### config.mk
export PLATFORM = sky130hd
export DESIGN_NAME = alu_scheduler
export DESIGN_NICKNAME = d
export VERILOG_FILES = /design/src/rtl/alu_scheduler_pkg.sv /design/src/rtl/alu_scheduler_alu.sv /design/src/rtl/alu_scheduler.sv
export SDC_FILE = /design/constraint.sdc
export NUM_CORES = 1
export LEC_CHECK = 0
export CORE_MARGIN = 10
export CORE_UTILIZATION = 56
export DETAILED_ROUTE_END_ITERATION = 8
export GPL_ROUTABILITY_DRIVEN = 0
export MAX_ROUTING_LAYER = met4
export PLACE_DENSITY_LB_ADDON = 0.2
export SYNTH_ARGS = -nofsm -noshare
export SYNTH_HDL_FRONTEND = slang
export SYNTH_SLANG_ARGS = --single-unit
### constraint.sdc
create_clock -name clk -period 8.8 [get_ports clk]
set_clock_uncertainty 0.05 [all_clocks]
set_input_delay 0.88 -clock clk [delete_from_list [all_inputs] [get_ports clk]]
set_output_delay 0.88 -clock clk [all_outputs]
set_load 0.01 [all_outputs]
### src/rtl/alu_scheduler_pkg.sv
// Shared op-code constants, FSM state encoding and legal-op check for the ALU scheduler.
package alu_scheduler_pkg;

  localparam logic [2:0] OP_AND = 3'b000;
  localparam logic [2:0] OP_OR  = 3'b001;
  localparam logic [2:0] OP_ADD = 3'b010;
  localparam logic [2:0] OP_SUB = 3'b110;
  localparam logic [2:0] OP_SLT = 3'b111;

  typedef enum logic [1:0] {
    ST_IDLE = 2'd0,
    ST_EXEC = 2'd1,
    ST_RESP = 2'd2
  } state_t;

  function automatic logic is_legal_op(input logic [2:0] op);
    return (op == OP_AND) || (op == OP_OR) || (op == OP_ADD) ||
           (op == OP_SUB) || (op == OP_SLT);
  endfunction

endpackage

### src/rtl/alu_scheduler_alu.sv
// ALU32Bit: 32-bit combinational datapath. Overflow is the raw add/sub overflow;
// the scheduler decides when it is meaningful.
module ALU32Bit
  import alu_scheduler_pkg::*;
(
  input  logic [31:0] a,
  input  logic [31:0] b,
  input  logic [2:0]  op,
  output logic [31:0] result,
  output logic        overflow
);

  logic [31:0] sum;
  logic [31:0] diff;
  logic        add_ovf;
  logic        sub_ovf;

  assign sum     = a + b;
  assign diff    = a - b;
  assign add_ovf = (a[31] == b[31]) && (sum[31] != a[31]);
  assign sub_ovf = (a[31] != b[31]) && (diff[31] != a[31]);

  // SLT uses the subtract sign corrected by overflow so large-magnitude operands compare right.
  always_comb begin
    result   = 32'd0;
    overflow = op[2] ? sub_ovf : add_ovf;
    case (op)
      OP_AND:  result = a & b;
      OP_OR:   result = a | b;
      OP_ADD:  result = sum;
      OP_SUB:  result = diff;
      OP_SLT:  result = {31'd0, diff[31] ^ sub_ovf};
      default: result = 32'd0;
    endcase
  end

endmodule

### src/rtl/alu_scheduler.sv
// Two-requester round-robin front end for a single ALU: one operation in flight,
// IDLE -> EXEC -> RESP, with a saturating completed-operation counter.
module alu_scheduler
  import alu_scheduler_pkg::*;
#(
  parameter int CNT_W = 16
) (
  input  logic             clk,
  input  logic             reset,
  input  logic             req0_valid,
  input  logic             req1_valid,
  output logic             req0_ready,
  output logic             req1_ready,
  input  logic [31:0]      req0_a,
  input  logic [31:0]      req0_b,
  input  logic [31:0]      req1_a,
  input  logic [31:0]      req1_b,
  input  logic [2:0]       req0_op,
  input  logic [2:0]       req1_op,
  output logic             rsp_valid,
  input  logic             rsp_ready,
  output logic             rsp_id,
  output logic [31:0]      rsp_result,
  output logic             rsp_zero,
  output logic             rsp_overflow,
  output logic             rsp_err,
  output logic [CNT_W-1:0] op_count
);

  state_t            state_q, state_d;
  logic              rr_q, rr_d;
  logic [31:0]       a_q, a_d, b_q, b_d;
  logic [2:0]        op_q, op_d;
  logic              id_q, id_d;
  logic              rsp_valid_q, rsp_valid_d;
  logic              rsp_id_q, rsp_id_d;
  logic [31:0]       rsp_result_q, rsp_result_d;
  logic              rsp_zero_q, rsp_zero_d;
  logic              rsp_overflow_q, rsp_overflow_d;
  logic              rsp_err_q, rsp_err_d;
  logic [CNT_W-1:0]  op_count_q, op_count_d;

  logic        grant_valid;
  logic        grant_id;
  logic [31:0] alu_result;
  logic        alu_ovf;
  logic        op_legal;
  logic [31:0] exec_result;

  ALU32Bit u_alu (
    .a        (a_q),
    .b        (b_q),
    .op       (op_q),
    .result   (alu_result),
    .overflow (alu_ovf)
  );

  // rr_q set means req1 has priority on the next contested grant.
  assign grant_valid = (state_q == ST_IDLE) && !reset && (req0_valid || req1_valid);
  assign grant_id    = (req0_valid && req1_valid) ? rr_q : req1_valid;
  assign req0_ready  = grant_valid && !grant_id;
  assign req1_ready  = grant_valid && grant_id;

  assign op_legal    = is_legal_op(op_q);
  assign exec_result = op_legal ? alu_result : 32'd0;

  always_comb begin
    state_d        = state_q;
    rr_d           = rr_q;
    a_d            = a_q;
    b_d            = b_q;
    op_d           = op_q;
    id_d           = id_q;
    rsp_valid_d    = rsp_valid_q;
    rsp_id_d       = rsp_id_q;
    rsp_result_d   = rsp_result_q;
    rsp_zero_d     = rsp_zero_q;
    rsp_overflow_d = rsp_overflow_q;
    rsp_err_d      = rsp_err_q;
    op_count_d     = op_count_q;
    case (state_q)
      ST_IDLE: begin
        if (grant_valid) begin
          a_d     = grant_id ? req1_a  : req0_a;
          b_d     = grant_id ? req1_b  : req0_b;
          op_d    = grant_id ? req1_op : req0_op;
          id_d    = grant_id;
          rr_d    = !grant_id;
          state_d = ST_EXEC;
        end
      end
      ST_EXEC: begin
        rsp_result_d   = exec_result;
        rsp_zero_d     = (exec_result == 32'd0);
        rsp_overflow_d = op_legal && ((op_q == OP_ADD) || (op_q == OP_SUB)) && alu_ovf;
        rsp_err_d      = !op_legal;
        rsp_id_d       = id_q;
        rsp_valid_d    = 1'b1;
        state_d        = ST_RESP;
      end
      ST_RESP: begin
        if (rsp_ready) begin
          rsp_valid_d = 1'b0;
          state_d     = ST_IDLE;
          if (op_count_q != {CNT_W{1'b1}})
            op_count_d = op_count_q + CNT_W'(1);
        end
      end
      default: state_d = ST_IDLE;
    endcase
  end

  always_ff @(posedge clk or posedge reset) begin
    if (reset) begin
      state_q        <= ST_IDLE;
      rr_q           <= 1'b0;
      a_q            <= 32'd0;
      b_q            <= 32'd0;
      op_q           <= OP_AND;
      id_q           <= 1'b0;
      rsp_valid_q    <= 1'b0;
      rsp_id_q       <= 1'b0;
      rsp_result_q   <= 32'd0;
      rsp_zero_q     <= 1'b0;
      rsp_overflow_q <= 1'b0;
      rsp_err_q      <= 1'b0;
      op_count_q     <= '0;
    end else begin
      state_q        <= state_d;
      rr_q           <= rr_d;
      a_q            <= a_d;
      b_q            <= b_d;
      op_q           <= op_d;
      id_q           <= id_d;
      rsp_valid_q    <= rsp_valid_d;
      rsp_id_q       <= rsp_id_d;
      rsp_result_q   <= rsp_result_d;
      rsp_zero_q     <= rsp_zero_d;
      rsp_overflow_q <= rsp_overflow_d;
      rsp_err_q      <= rsp_err_d;
      op_count_q     <= op_count_d;
    end
  end

  assign rsp_valid    = rsp_valid_q;
  assign rsp_id       = rsp_id_q;
  assign rsp_result   = rsp_result_q;
  assign rsp_zero     = rsp_zero_q;
  assign rsp_overflow = rsp_overflow_q;
  assign rsp_err      = rsp_err_q;
  assign op_count     = op_count_q;

endmodule

==> implementation parameters, run 1 <==
Parameter                              Value

STA
  Minimum clock period    5.49 ns
  Final Max Slew Viols    0
  Final count of negative-setup-slack endpoints    0
  Achievable clock frequency    182 MHz
  Slew Limit Headroom    18.4%
  Hold violation count in the final report    0
  Transition time at the pin with the least slew margin    1.22 ns
  Post-route fraction of the period consumed by the critical path    62.4%
  Setup repair after global routing missed its margin    false
  Setup total negative slack    0 ns

Setup path
  Worst endpoint data arrival time    5.78 ns
  Category of the critical setup timing path    register to register
  Number of buffers and inverters on the critical path    1
  Critical path launch point type    register
  Cell at the slowest stage of the critical path    sky130_fd_sc_hd__or4_4
  WP data required    9.09 ns
  Critical Path End Type    register
  Cell repeated most along the worst path    sky130_fd_sc_hd__nor4_1
  CP peak stage delay    0.61 ns
  Delay-heaviest family, CP    simple AND/OR/NAND/NOR gates
  Worst-path cell chain    inv_1, ha_1, or4_4, nor3_1, o21a_1, nor4_1, nor3_1, o41ai_1, a21oi_1, o21ai_0, a21oi_1, nor2_1, fa_1, a31oi_1, o221ai_1, or4_1, nor4_1, nand4_1, nor4_1, nand2_1, o31ai_2
  Highest net fanout along the worst path    13

Synth
  Count of flip-flops with a built-in enable after synthesis    0
  Number of library cell types mapped by synthesis    77
  Register area share after synthesis    29.5%
  Number of warnings reported in the yosys synthesis log    0
  Synthesized flop and latch total    124
  Average cell area after synthesis    8.22 um2
  Dominant register cell in the synthesized netlist    sky130_fd_sc_hd__dfrtp_1
  Cell type contributing the most total cell area after synthesis    sky130_fd_sc_hd__dfrtp_1
  Summed instance area of the synthesized netlist    10500 um2
  Share of synthesized registers carrying an async set or reset    100%
  Top cells by area, synth    sky130_fd_sc_hd__dfrtp_1 (30%), sky130_fd_sc_hd__ha_1 (12%), sky130_fd_sc_hd__mux2i_1 (8.0%)
  Post-synthesis net count    1523
  Synthesized instance count    1278
  Area share of the leading cell type in the synthesized netlist    29.5%

Cells and area
  Antenna diode count    0
  Filler-free cell count of the finished design    1675
  Synthesis-to-finish area growth    24.9%
  Fraction of final layout cells with drive strength greater than 1    4.58%
  Nets    1673

Floorplanning
  Initial core utilization    56.5%
  Die Ht    157 um
  Top Ports    194
  Floorplan die width    157 um
  Die footprint    24600 um2
  Core Rows    50
  Core area    18600 um2

Power
  Overall power    5.06 mW
  Worst-case vdd ir drop    209 uV
  Power density over cell area    386 nW/um2
  Total leakage power    5.98 nW

Detailed routing
  Residual DRC    0
  Avg Vias per Cell    6.19
  Number of DRC markers in iteration 0    1271
  Vias after detailed routing    10400
  Detailed Route WL    33900 um
  DR WL/cell    20.2 um
  Post-DRT Antenna Nets    0
  Pre-Repair DR Iteration Count    6

Clock tree
  Cell at the root of the clock tree    sky130_fd_sc_hd__clkbuf_16
  Clock sinks    124
  Clock latency reported for the late side of the worst-skew pair    0.44 ns
  Clock input transition at the sequential cells of the worst setup and hold paths    0.06 ns
  Quantity of gates resized following cts    0
  H-tree levels    4
  Postcts setup bufs    0
  CTS tree    yes
  # hold bufs at CTS    0
  CTS buffer count    17
  Max Root-Sink Buffers    2

Placement
  Placed Cells    1643
  Number of port buffers    193
  DP HPWL    26000 um

Global routing
  First-pass GRT wire length    53500 um
  Via count of the first global-routing pass    10100
  Remaining Overflow, GRT    0
  Total GRT Usage    27.9%
  Initial antenna violation count    0
  Largest net degree at the start of global routing    85

Flow run
  Max Cap Violations    0

Run status
  Outcome    complete, no violations

Worst hold path
  Hold/Removal Path Class    register to register
==> cells in the mapped netlist, types with 7 or more instances <==
cell                       number
sky130_fd_sc_hd__or2_2          8
sky130_fd_sc_hd__mux2i_1       84
sky130_fd_sc_hd__a211oi_1      11
sky130_fd_sc_hd__a21oi_1       73
sky130_fd_sc_hd__nor2b_1       12
sky130_fd_sc_hd__a221oi_1       8
sky130_fd_sc_hd__nand2_1      151
sky130_fd_sc_hd__or3_1          8
sky130_fd_sc_hd__o21a_1        11
sky130_fd_sc_hd__o31ai_1        9
sky130_fd_sc_hd__o21ai_0      129
sky130_fd_sc_hd__nor2_1        75
sky130_fd_sc_hd__nand4_1       13
sky130_fd_sc_hd__o21bai_1      14
sky130_fd_sc_hd__dfrtp_1      124
sky130_fd_sc_hd__a31oi_1       12
sky130_fd_sc_hd__nor4_1        10
sky130_fd_sc_hd__ha_1         103
sky130_fd_sc_hd__a21o_1        12
sky130_fd_sc_hd__xnor2_1       26
sky130_fd_sc_hd__a22o_1        15
sky130_fd_sc_hd__nand3_1       16
sky130_fd_sc_hd__o22ai_1       10
sky130_fd_sc_hd__o211ai_1      12
sky130_fd_sc_hd__nand2b_1      10
sky130_fd_sc_hd__inv_1        113
sky130_fd_sc_hd__clkbuf_1      56
sky130_fd_sc_hd__buf_1         12
sky130_fd_sc_hd__o41ai_1        7
sky130_fd_sc_hd__and3_1         7
sky130_fd_sc_hd__nor3_1        20
==> cell type report <==
cell class | count | area, um2
repair buffers | 202 | 2000
flip-flops and latches | 124 | 3100
inverters | 115 | 434
well taps | 234 | 293
multi-input cells | 968 | 6710
clock inverters | 15 | 154
clock buffers | 17 | 425
fillers | 1452 | 5460
==> layout by cell type, fill, tap and decap left out, types with 11 or more instances in the layout <==
master / instances
sky130_fd_sc_hd__o21a_1: 11
sky130_fd_sc_hd__a21oi_1: 73
sky130_fd_sc_hd__o21bai_1: 14
sky130_fd_sc_hd__a31oi_1: 12
sky130_fd_sc_hd__nor3_1: 20
sky130_fd_sc_hd__a21o_1: 12
sky130_fd_sc_hd__nand3_1: 16
sky130_fd_sc_hd__xnor2_1: 26
sky130_fd_sc_hd__nand4_1: 13
sky130_fd_sc_hd__a22o_1: 15
sky130_fd_sc_hd__o211ai_1: 12
sky130_fd_sc_hd__dfrtp_1: 124
sky130_fd_sc_hd__mux2i_1: 84
sky130_fd_sc_hd__a211oi_1: 11
sky130_fd_sc_hd__nand2_1: 151
sky130_fd_sc_hd__clkdlybuf4s50_1: 193
sky130_fd_sc_hd__clkbuf_16: 17
sky130_fd_sc_hd__nor2b_1: 12
sky130_fd_sc_hd__nor2_1: 75
sky130_fd_sc_hd__ha_1: 103
sky130_fd_sc_hd__inv_1: 112
sky130_fd_sc_hd__o21ai_0: 128
==> flip-flops by register name, summed over array words and instances, names as in the netlist <==
name	count
rsp_valid	1
b_q	32
id_q	1
rsp_result	32
state_q	2
op_count	16
rr_q	1
rsp_zero	1
a_q	32
rsp_id	1
op_q	3
rsp_err	1
rsp_overflow	1
==> layer usage <==
metal	wire length (um)	part of all wire, %	global-route usage, %	vias to the layer above
li1	-	-	-	4843
met1	14600	43	37.6	4771
met2	14300	42	39.8	651
met3	3870	11	6.93	104
met4	1090	3.2	10.4	0
met5	0	0	-	-
==> per-stage QoR <==
stage / hold slack, ns / setup WS (ns) / area (um2) / utilization [%]
floorplan: 0.389 / 4.17 / 10500 / -
global placement: 0.410 / 3.61 / 12500 / 67.5
detailed placement: 0.415 / 3.45 / 12500 / 67.5
finish: 0.429 / 3.31 / 13100 / 70.6
global route: 0.452 / 2.95 / 13100 / 70.6
CTS: 0.432 / 3.39 / 13100 / 70.6
==> cell families after synthesis <==
logic type | share of synthesized area [%]
flip-flops | 29.5
buffers and inverters | 6.74
AO/OA/AOI/OAI | 24.2
multiplexers | 8.33
AND/OR/NAND/NOR | 15.7
XOR/XNOR | 2.67
adder cells (fa/ha/maj) | 12.8
==> final timing paths <==
| path | startpoint | end | slack [ns] | depth (start not counted) |
|---|---|---|---|---|
| max | a_q[8] | rsp_zero | 3.31 | 21 |
| min | rsp_result[15] | rsp_result[15] | 0.43 | 2 |
| max reg2reg | a_q[8] | rsp_zero | 3.31 | 21 |
| min reg2reg | rsp_result[15] | rsp_result[15] | 0.43 | 2 |
| max in group asynchronous | reset | rsp_result[30] | 6.53 | 3 |
| min in group asynchronous | reset | op_count[0] | 0.88 | 2 |
==> worst register-to-register path: stages, from the launching register on <==
cell and delay (ns):
sky130_fd_sc_hd__dfrtp_1 0.41, sky130_fd_sc_hd__inv_1 0.06, sky130_fd_sc_hd__ha_1 0.45, sky130_fd_sc_hd__or4_4 0.61
sky130_fd_sc_hd__nor3_1 0.15, sky130_fd_sc_hd__o21a_1 0.22, sky130_fd_sc_hd__nor4_1 0.10, sky130_fd_sc_hd__nor3_1 0.41
sky130_fd_sc_hd__o41ai_1 0.19, sky130_fd_sc_hd__a21oi_1 0.22, sky130_fd_sc_hd__o21ai_0 0.11, sky130_fd_sc_hd__a21oi_1 0.15
sky130_fd_sc_hd__nor2_1 0.06, sky130_fd_sc_hd__fa_1 0.40, sky130_fd_sc_hd__a31oi_1 0.14, sky130_fd_sc_hd__o221ai_1 0.16
sky130_fd_sc_hd__or4_1 0.57, sky130_fd_sc_hd__nor4_1 0.19, sky130_fd_sc_hd__nand4_1 0.13, sky130_fd_sc_hd__nor4_1 0.30
sky130_fd_sc_hd__nand2_1 0.10, sky130_fd_sc_hd__o31ai_2 0.20
==> power by group <==
part           internal [mW]  switching [mW]  total (mW)
registers              0.787           0.224        1.01
clock network          0.397           0.298       0.695
logic                   1.30            2.06        3.36
total                   2.48            2.58        5.06
(Power assumes the default switching activity.)
==> run 2, diff against run 1 <==
--- a/config.mk
+++ b/config.mk
@@ -6,7 +6,7 @@
 export NUM_CORES = 1
 export LEC_CHECK = 0
 export CORE_MARGIN = 10
-export CORE_UTILIZATION = 56
+export CORE_UTILIZATION = 49
 export DETAILED_ROUTE_END_ITERATION = 8
 export GPL_ROUTABILITY_DRIVEN = 0
 export MAX_ROUTING_LAYER = met4
==> constraint.sdc (replaced) <==
create_clock -name clk -period 5 [get_ports clk]
set_clock_uncertainty 0.05 [all_clocks]
set_input_delay 0.5 -clock clk [delete_from_list [all_inputs] [get_ports clk]]
set_output_delay 0.5 -clock clk [all_outputs]
set_load 0.01 [all_outputs]
==> run 2 against run 1 <==
Effect of this change: sequential power is 73% higher; largest cell class unchanged; die area rose by 12%; combinational power increased by 91%; sequential share of layout area fell by 1.0 points; routed wire length up 2.7%; highest routed layer unchanged; critical endpoint unchanged; global-route usage fell by 3.2 points; first-iteration DRC count is 2.0% lower.
==> implementation parameters, run 2 (synthesis results as in run 1) <==
Parameter                              Value

Setup path
  Worst endpoint data arrival time    5.12 ns
  Cell at the slowest stage of the critical path    sky130_fd_sc_hd__or4_4
  Critical Path End Type    register
  Critical path launch point type    register
  CP peak stage delay    0.52 ns
  Category of the critical setup timing path    register to register
  Number of buffers and inverters on the critical path    1
  Delay-heaviest family, CP    simple AND/OR/NAND/NOR gates
  WP data required    5.29 ns
  Highest net fanout along the worst path    2
  Worst-path cell chain    inv_1, ha_4, or4_4, nor3_2, o21a_1, nor4_2, nor3_2, o41ai_2, a21oi_2, o21ai_1, a21oi_1, nor2_1, fa_2, a31oi_1, o221ai_1, or4_1, nor4_2, nand4_1, nor4_1, nand2_1, o31ai_2

Global routing
  Via count of the first global-routing pass    10200
  First-pass GRT wire length    54800 um
  Remaining Overflow, GRT    0
  Initial antenna violation count    0
  Largest net degree at the start of global routing    133
  Total GRT Usage    24.8%

Floorplanning
  Top Ports    194
  Floorplan die width    166 um
  Initial core utilization    49.8%
  Die Ht    166 um
  Die footprint    27700 um2
  Core area    21100 um2
  Core Rows    53

Clock tree
  H-tree levels    4
  CTS tree    yes
  Cell at the root of the clock tree    sky130_fd_sc_hd__clkbuf_16
  CTS buffer count    17
  Clock input transition at the sequential cells of the worst setup and hold paths    0.06 ns
  Max Root-Sink Buffers    2
  # hold bufs at CTS    0
  Clock sinks    124
  Clock latency reported for the late side of the worst-skew pair    0.44 ns

STA
  Achievable clock frequency    207 MHz
  Post-route fraction of the period consumed by the critical path    96.7%
  Transition time at the pin with the least slew margin    1.08 ns
  Setup total negative slack    0 ns
  Tightest hold margin    0.401 ns
  Final Max Slew Viols    0
  Final count of negative-setup-slack endpoints    0
  Minimum clock period    4.83 ns
  Slew Limit Headroom    28.3%
  Hold violation count in the final report    0

Flow run
  Max Cap Violations    0

Cells and area
  Fraction of final layout cells with drive strength greater than 1    9.39%
  Antenna diode count    0
  Leading cell type in the layout, fill and taps excluded    sky130_fd_sc_hd__clkdlybuf4s50_1
  Synthesis-to-finish area growth    30.6%
  Highest-count cells in the layout ignoring fill and taps    sky130_fd_sc_hd__clkdlybuf4s50_1 (193), sky130_fd_sc_hd__nand2_1 (151), sky130_fd_sc_hd__o21ai_0 (127)
  Nets    1734
  Filler cell count in the final layout    1839

Detailed routing
  Post-DRT Antenna Nets    0
  Vias after detailed routing    10500
  Number of DRC markers in iteration 0    1246
  Avg Vias per Cell    5.92
  Residual DRC    0
  Detailed Route WL    34800 um
  DR WL/cell    19.6 um
  Pre-Repair DR Iteration Count    6

Run status
  Outcome    complete, no violations

Power
  Power density over cell area    687 nW/um2
  Worst-case vdd ir drop    348 uV
  Total leakage power    6.30 nW

Worst hold path
  Hold/Removal Path Class    input pin to asynchronous set/reset pin

Placement
  Number of port buffers    193
  DP HPWL    27500 um
[run 2: cell types whose count changed in the layout (fill, tap and decap cells not counted), moves of 2 or more]
cell                      before  now
sky130_fd_sc_hd__inv_2         2    5
sky130_fd_sc_hd__ha_4          0    2
sky130_fd_sc_hd__ha_1        103  101
sky130_fd_sc_hd__o41ai_1       7    5
sky130_fd_sc_hd__nor4_2        0    2
sky130_fd_sc_hd__nor4_1       10    8
sky130_fd_sc_hd__o41ai_2       0    2
sky130_fd_sc_hd__buf_4         9   69
sky130_fd_sc_hd__nor3_1       20   18
sky130_fd_sc_hd__inv_1       112  109
sky130_fd_sc_hd__nor3_2        0    2
[run 2: layout make-up]
type / instances / area [um2] / area share [%]
Inverter: 115 / 434 / 3.17
Timing Repair Buffer: 263 / 2470 / 18.0
Clock buffer: 17 / 425 / 3.10
Multi-Input combinational cell: 968 / 6780 / 49.5
Sequential cell: 124 / 3100 / 22.6
Tap cell: 275 / 344 / 2.51
Clock inverter: 15 / 155 / 1.13
[run 2: repair_timing]
action | in CTS | in global routing
setup buffers | 1 | 3
gates resized for setup | 3 | 13
pin swaps | 1 | 13
endpoints found under the setup margin | 1 | 1
[run 2: final timing paths]
kind | startpoint | to | slack [ns] | cells after the start
worst max register to register | a_q[8] | rsp_zero | 0.17 | 21
max in group asynchronous | reset | a_q[28] | 3.53 | 3
min in group clk | id_q | rsp_id | 0.42 | 2
worst min register to register | id_q | rsp_id | 0.42 | 2
worst max-delay path | a_q[8] | rsp_zero | 0.17 | 21
worst min-delay path | reset | rr_q | 0.40 | 2
[run 2: report_power, final]
group	switching [mW]	internal, mW
combinational	3.77	2.65
sequential	0.369	1.38
clock	0.540	0.701
total	4.68	4.74
[run 2: per-stage QoR]
step,instance area (um2),worst slack [ns],instances,utilization (%),power (mW)
3_3_place_gp,13000,-0.0660,1741,61.8,7.78
2_1_floorplan,10500,0.373,1278,-,5.73
6_report,13700,0.167,1777,65.0,9.42
3_5_place_dp,13000,-0.168,1741,61.8,7.88
5_1_grt,13700,-0.0580,1777,65.0,10.1
4_1_cts,13600,0.0272,1774,64.6,9.15
[run 2: metal layers]
| layer | GRT usage, % | share of wire (%) | vias up |
|---|---|---|---|
| met5 | - | 0 | - |
| met4 | 5.96 | 1.8 | 0 |
| met3 | 5.48 | 9.3 | 65 |
| met2 | 35.6 | 42 | 570 |
| met1 | 34.6 | 46 | 4917 |
| li1 | - | - | 4961 |
==> run 3, diff against run 2 <==
--- a/config.mk
+++ b/config.mk
@@ -9,6 +9,7 @@
 export CORE_UTILIZATION = 49
 export DETAILED_ROUTE_END_ITERATION = 8
 export GPL_ROUTABILITY_DRIVEN = 0
+export HOLD_SLACK_MARGIN = 0.08
 export MAX_ROUTING_LAYER = met4
 export PLACE_DENSITY_LB_ADDON = 0.2
 export SYNTH_ARGS = -nofsm -noshare
==> constraint.sdc (replaced) <==
create_clock -name clk -period 5 [get_ports clk]
set_clock_uncertainty 0.05 [all_clocks]
set_input_delay 0.5 -clock clk [delete_from_list [all_inputs] [get_ports clk]]
set_output_delay 0.5 -clock clk [all_outputs]
set_load 0.005 [all_outputs]
==> results of run 3 <==
Same layout as run 2 (identical final DEF). Status: complete, no violations.
Among the figures that moved: total power 9.42 mW -> 9.36 mW
==> RTL edit 1, RTL diff (flow settings as in run 1) <==
The parameter `CNT_W` goes from 16 to 20.
--- a/src/rtl/alu_scheduler.sv
+++ b/src/rtl/alu_scheduler.sv
@@ -4,5 +4,5 @@
   import alu_scheduler_pkg::*;
 #(
-  parameter int CNT_W = 16
+  parameter int CNT_W = 20
 ) (
   input  logic             clk,
Ports: changed (resized op_count); port bits go from 194 to 198. No check against the original RTL was run, so the function may have changed too.
==> RTL edit 1 against run 1 <==
  * Clock power is 5.0% higher
  * Critical path depth is 3 higher
  * First-iteration DRC count is 0.16% lower
  * Via count is 0.78% higher
  * Worst setup slack worse by 0.41 ns
  * Cell area is 1.5% higher
  * Synthesized area is 1.4% higher
  * Largest cell class unchanged
  * Total power is 1.6% higher
  * Routed wire length is 1.4% higher
  * Sequential cell count is 4 higher
==> RTL edit 1: results (changes against run 1) <==
stage	metric	value	unit	change
clock_network	cts_resized	0		unchanged
layout	nNetsFinal	1680		was 1673
drt	viasPerCell	6.213		was 6.190
synth	ys_warn_count	0		unchanged
grt	track_usage	0.2802		was 0.2794
layout	drive_above_1_share	0.05456		was 0.04580
synth	synth.top_cells.by_area	dfrtp_1, ha_1, mux2i_1		unchanged
synth	yosysUniqueCellTypes	83		was 77
synth	synthArstFlopShare	1.000		unchanged
clock_network	cts_max_level	4		unchanged
worst_setup_path	crit_fanout	9		was 13
placement	io_buffers	197		was 193
worst_setup_path	worstPathArrival	6.19	ns	was 5.78 ns
grt	grt_pass1_wl	53.83	mm	was 53.46 mm
outcome	status	finished clean		unchanged
grt	grt_max_degree	102		was 85
drt	wl_met2	14.39	mm	was 14.30 mm
worst_hold_path	hold_class	reg -> reg		unchanged
drt	wl_met1	14.58	mm	was 14.59 mm
synth	synth.yosys.seq_area_share	0.3008		was 0.2954
placement	place_area	12710	um2	was 12540 um2
clock_network	worstSkewPairLatency	0.44	ns	about the same
synth	synthFlopType	dfrtp_1		unchanged
drt	drt-total-wl	34.32	mm	was 33.85 mm
synth	synth_common_cells	nand2_1, o21ai_0, dfrtp_1		unchanged
clock_network	root_buffer	clkbuf_16		unchanged
grt	first_global_vias	10300		was 10.09k
clock_network	clock_path_buffers	2		unchanged
grt	antenna_found_initial	0		unchanged
drt	route.met3.wl	4.367	mm	was 3.869 mm
placement	place_ws	3.071	ns	was 3.445 ns
synth	syn_nets	1529		was 1523
layout	fillers	1503		was 1452
clock_network	post-cts-setup-buffers	0		unchanged
synth	synth-edff-count	0		unchanged
drt	drt_iter0_drc	1269		was 1271
sta	slew-limit-headroom	0.2565		was 0.1845
drt	dr.pass1.iters	7		was 6
power_and_ir_drop	power_leakage	0.005998	uW	was 0.005981 uW
drt	dr.max_layer_used	met4		unchanged
clock_network	cts.reportedPaths.clkPinSlew	0.06	ns	about the same
clock_network	cts_buffers	17		unchanged
placement	hpwl	26.41	mm	was 26.05 mm
power_and_ir_drop	irDropWorstVdd	0.0002367	V	was 0.0002090 V
layout	num_antenna_cells	0		unchanged
RTL edit 1: path summary, 6_finish.rpt:
| check | start | endpoint | slack [ns] | cells after the start |
|---|---|---|---|---|
| max in group asynchronous | reset | a_q[26]$_DFFE_PP0P_ | 6.49 | 3 |
| worst min-delay path | id_q$_DFFE_PP0P_ | id_q$_DFFE_PP0P_ | 0.43 | 1 |
| worst max-delay path | a_q[10]$_DFFE_PP0P_ | rsp_zero$_DFFE_PP0P_ | 2.90 | 24 |
| min in group asynchronous | reset | a_q[1]$_DFFE_PP0P_ | 0.86 | 2 |
| worst max register to register | a_q[10]$_DFFE_PP0P_ | rsp_zero$_DFFE_PP0P_ | 2.90 | 24 |
| worst min register to register | id_q$_DFFE_PP0P_ | id_q$_DFFE_PP0P_ | 0.43 | 1 |
RTL edit 1: kinds of logic after synthesis:
| group | share of synthesized area |
|---|---|
| flip-flops | 0.3008 |
| AND/OR/NAND/NOR | 0.1452 |
| XOR/XNOR | 0.03373 |
| buffers and inverters | 0.06886 |
| multiplexers | 0.08085 |
| adder cells (fa/ha/maj) | 0.1267 |
| AO/OA/AOI/OAI | 0.2438 |
RTL edit 1: power by group:
part / total, uW / internal (uW) / switching [uW]
clock network: 730 / 426 / 304
logic: 3380 / 1290 / 2090
registers: 1040 / 805 / 230
total: 5150 / 2520 / 2620
RTL edit 1: through the flow:
stage                       util  std cells  total power (uW)  hold WS (ns)
after floorplan                -       1284              3296        0.3866
after global placement    0.6797       1650              4208        0.4147
after detailed placement  0.6797       1650              4272        0.4200
final                     0.7118       1682              5145        0.4324
after CTS                 0.7118       1682              5023        0.4372
after global routing      0.7118       1682              5478        0.4520
RTL edit 1: critical path, stage by stage, from the launching register on:
cell and delay (ns):
dfrtp_1 0.43, inv_1 0.07, ha_1 0.44, nor3_1 0.45, nand2b_1 0.15, a211oi_1 0.33, o211ai_1 0.21, a21oi_1 0.33
o41ai_1 0.18, nor2_1 0.14, o21ai_0 0.10, a21oi_1 0.15, nor2_1 0.05, o21ba_2 0.20, fa_1 0.38, nand3_1 0.09
a31oi_1 0.11, nand2b_1 0.18, nor4b_1 0.30, nand3_1 0.12, a2111oi_1 0.43, nand4_1 0.16, a2111oi_2 0.33, nand4_1 0.17
o41ai_2 0.29
RTL edit 1: layout make-up:
type                       instances  share of cell area
tap                              234             0.02199
timing repair buffer             208              0.1543
multi-input combinational        965              0.5054
clock inverter                    15             0.01325
inverter                         115             0.03261
sequential                       128              0.2406
clock buffer                      17             0.03195
RTL edit 1: per-layer routing:
layer / vias up / track usage
li1: 4874 / -
met1: 4787 / 0.3700
met2: 657 / 0.4007
met3: 132 / 0.09009
met4: 0 / 0.08682
met5: - / -
==> RTL edit 2, RTL diff (config.mk and constraints of run 1) <==
Made on the original files. Encoding of `state_t`: now one-hot (3 bits for 3 states).
--- a/src/rtl/alu_scheduler_pkg.sv
+++ b/src/rtl/alu_scheduler_pkg.sv
@@ -8,8 +8,8 @@
   localparam logic [2:0] OP_SLT = 3'b111;
 
-  typedef enum logic [1:0] {
-    ST_IDLE = 2'd0,
-    ST_EXEC = 2'd1,
-    ST_RESP = 2'd2
+  typedef enum logic [2:0] {
+    ST_IDLE = 3'b001,
+    ST_EXEC = 3'b010,
+    ST_RESP = 3'b100
   } state_t;
 
Formal check against the unedited RTL: same outputs for any inputs over 4 cycles, from zero or initial values and one cycle with reset high; so few cycles prove little.
==> RTL edit 2 against run 1 <==
  * Die area down 0.75%
  * Combinational power up 1%
  * Worst setup slack better by 0.23 ns
  * Routed wire length down 9.2%
  * Total power up 3.7%
  * Synthesized area down 0.86%
  * Count of clock-buffer cells in the layout unchanged
  * Largest cell class unchanged
  * Sequential cell count up 1
  * Largest power group unchanged
  * Clock power up 14%
  * Critical path type unchanged
  * Cell area down 0.19%
  * Fmax up 4.4%
==> RTL edit 2: results (changes against run 1) <==
stage	metric	value	unit	change
worst_hold_path	hold_class	reg -> reg		unchanged
synth	synth_compound_area_frac	0.2261		was 0.2418
drt	wl_met2	13.47	mm	was 14.30 mm
synth	synth_adder_area_share	0.1295		was 0.1284
clock_network	cts_resized	0		unchanged
worst_setup_path	timing.critical_path.to	rsp_zero$_DFFE_PP0P_		unchanged
synth	synthXorXnorAreaFrac	0.03028		was 0.02668
worst_setup_path	crit_path_max_incr_delay	0.50	ns	was 0.61 ns
worst_setup_path	reg2reg_depth	24		was 21
sta	whs	0.4158	ns	was 0.4291 ns
drt	drt_iter0_drc	920		was 1271
layout	nNetsFinal	1664		was 1673
clock_network	worstSkewPairLatency	0.42	ns	was 0.44 ns
drt	wire_per_inst	18.49	um	was 20.21 um
sta	slew-limit-headroom	0.2469		was 0.1845
grt	track_usage	0.2537		was 0.2794
synth	synth_common_cells	nand2_1, o21ai_0, dfrtp_1		unchanged
synth	muxShareOfSynthArea	0.07810		was 0.08326
synth	synth.top_cells.by_area	dfrtp_1, ha_1, mux2i_1		unchanged
drt	viasPerCell	6.113		was 6.190
grt	first_global_vias	9912		was 10.09k
grt	grtUsageMet3	0.05620		was 0.06932
worst_setup_path	crit_fanout	12		was 13
grt	grt_use_met2	0.3770		was 0.3980
grt	grt_pass1_wl	49.80	mm	was 53.46 mm
synth	yosysUniqueCellTypes	77		unchanged
sta	fmax	190.1	MHz	was 182.1 MHz
worst_setup_path	slowest_stage	a311oi_1		was or4_4
power_and_ir_drop	power_leakage	0.006009	uW	was 0.005981 uW
worst_setup_path	worstPathArrival	5.53	ns	was 5.78 ns
worst_setup_path	cp_top_family	compound AO/OA/AOI/OAI gates		was simple AND/OR/NAND/NOR gates
power_and_ir_drop	irDropWorstVdd	0.0002147	V	was 0.0002090 V
placement	place_area	12430	um2	was 12540 um2
layout	drive_above_1_share	0.04818		was 0.04580
drt	dr_total_vias	10150		was 10.37k
worst_setup_path	reg2reg_from	a_q[14]$_DFFE_PP0P_		was a_q[8]$_DFFE_PP0P_
synth	netlist_instances	1271		was 1278
worst_setup_path	reg2reg_slack	3.54	ns	was 3.31 ns
placement	hpwl	23.20	mm	was 26.05 mm
synth	syn_nets	1516		was 1523
grt	antenna_found_initial	0		unchanged
synth	synth.yosys.seq_area_share	0.3005		was 0.2954
drt	route.met3.wl	3.170	mm	was 3.869 mm
grt	use_met1	0.3389		was 0.3763
drt	wl_met1	13.33	mm	was 14.59 mm
grt	grt_max_degree	82		was 85
outcome	status	finished clean		unchanged
power_and_ir_drop	power.internal	2625	uW	was 2484 uW
placement	place_ws	3.702	ns	was 3.445 ns
-- RTL edit 2: changes by cell type in the layout (fill, tap and decap cells not counted), sizes merged, moves of 6 or more --
cell and delta:
nor3 +11, nand2 +12, inv -17, a211oi +8
or3 -6, o21a -6, a22o -6, nand3 +9
o21bai -12
-- RTL edit 2: worst reg2reg max path, delay by kind of cell, from the launching register on --
family          cells  cell delay (ns)
buf+inv             1             0.06
fa+ha+maj           2             0.83
flops               1             0.41
simple gates       13             1.86
compound gates      8             1.97
-- RTL edit 2: power by group through the flow --
stage	Sequential (uW)	Combinational, uW	Clock (uW)
after floorplan	997	2410	0
after global placement	1030	3240	0
after detailed placement	1050	3300	0
after CTS	1040	3330	795
after global routing	1080	3740	821
final	1040	3410	793
-- RTL edit 2: worst min path at each step --
stage                               startpoint                         end  cells past startpoint
floorplan                     id_q$_DFFE_PP0P_          rsp_id$_DFFE_PP0P_                      2
global placement    rsp_result[26]$_DFFE_PP0P_  rsp_result[26]$_DFFE_PP0P_                      2
detailed placement  rsp_result[26]$_DFFE_PP0P_  rsp_result[26]$_DFFE_PP0P_                      2
CTS                 rsp_result[26]$_DFFE_PP0P_  rsp_result[26]$_DFFE_PP0P_                      2
global route        rsp_result[26]$_DFFE_PP0P_  rsp_result[26]$_DFFE_PP0P_                      2
finish              rsp_result[26]$_DFFE_PP0P_  rsp_result[26]$_DFFE_PP0P_                      2
-- RTL edit 2: layout make-up --
cell class | count | area, um2
inverter | 101 | 381.6
multi-input combinational | 969 | 6614
sequential | 125 | 3129
clock inverter | 15 | 232.7
fill | 1395 | 5056
clock buffer | 17 | 425.4
tap | 229 | 286.5
timing repair buffer | 205 | 2022
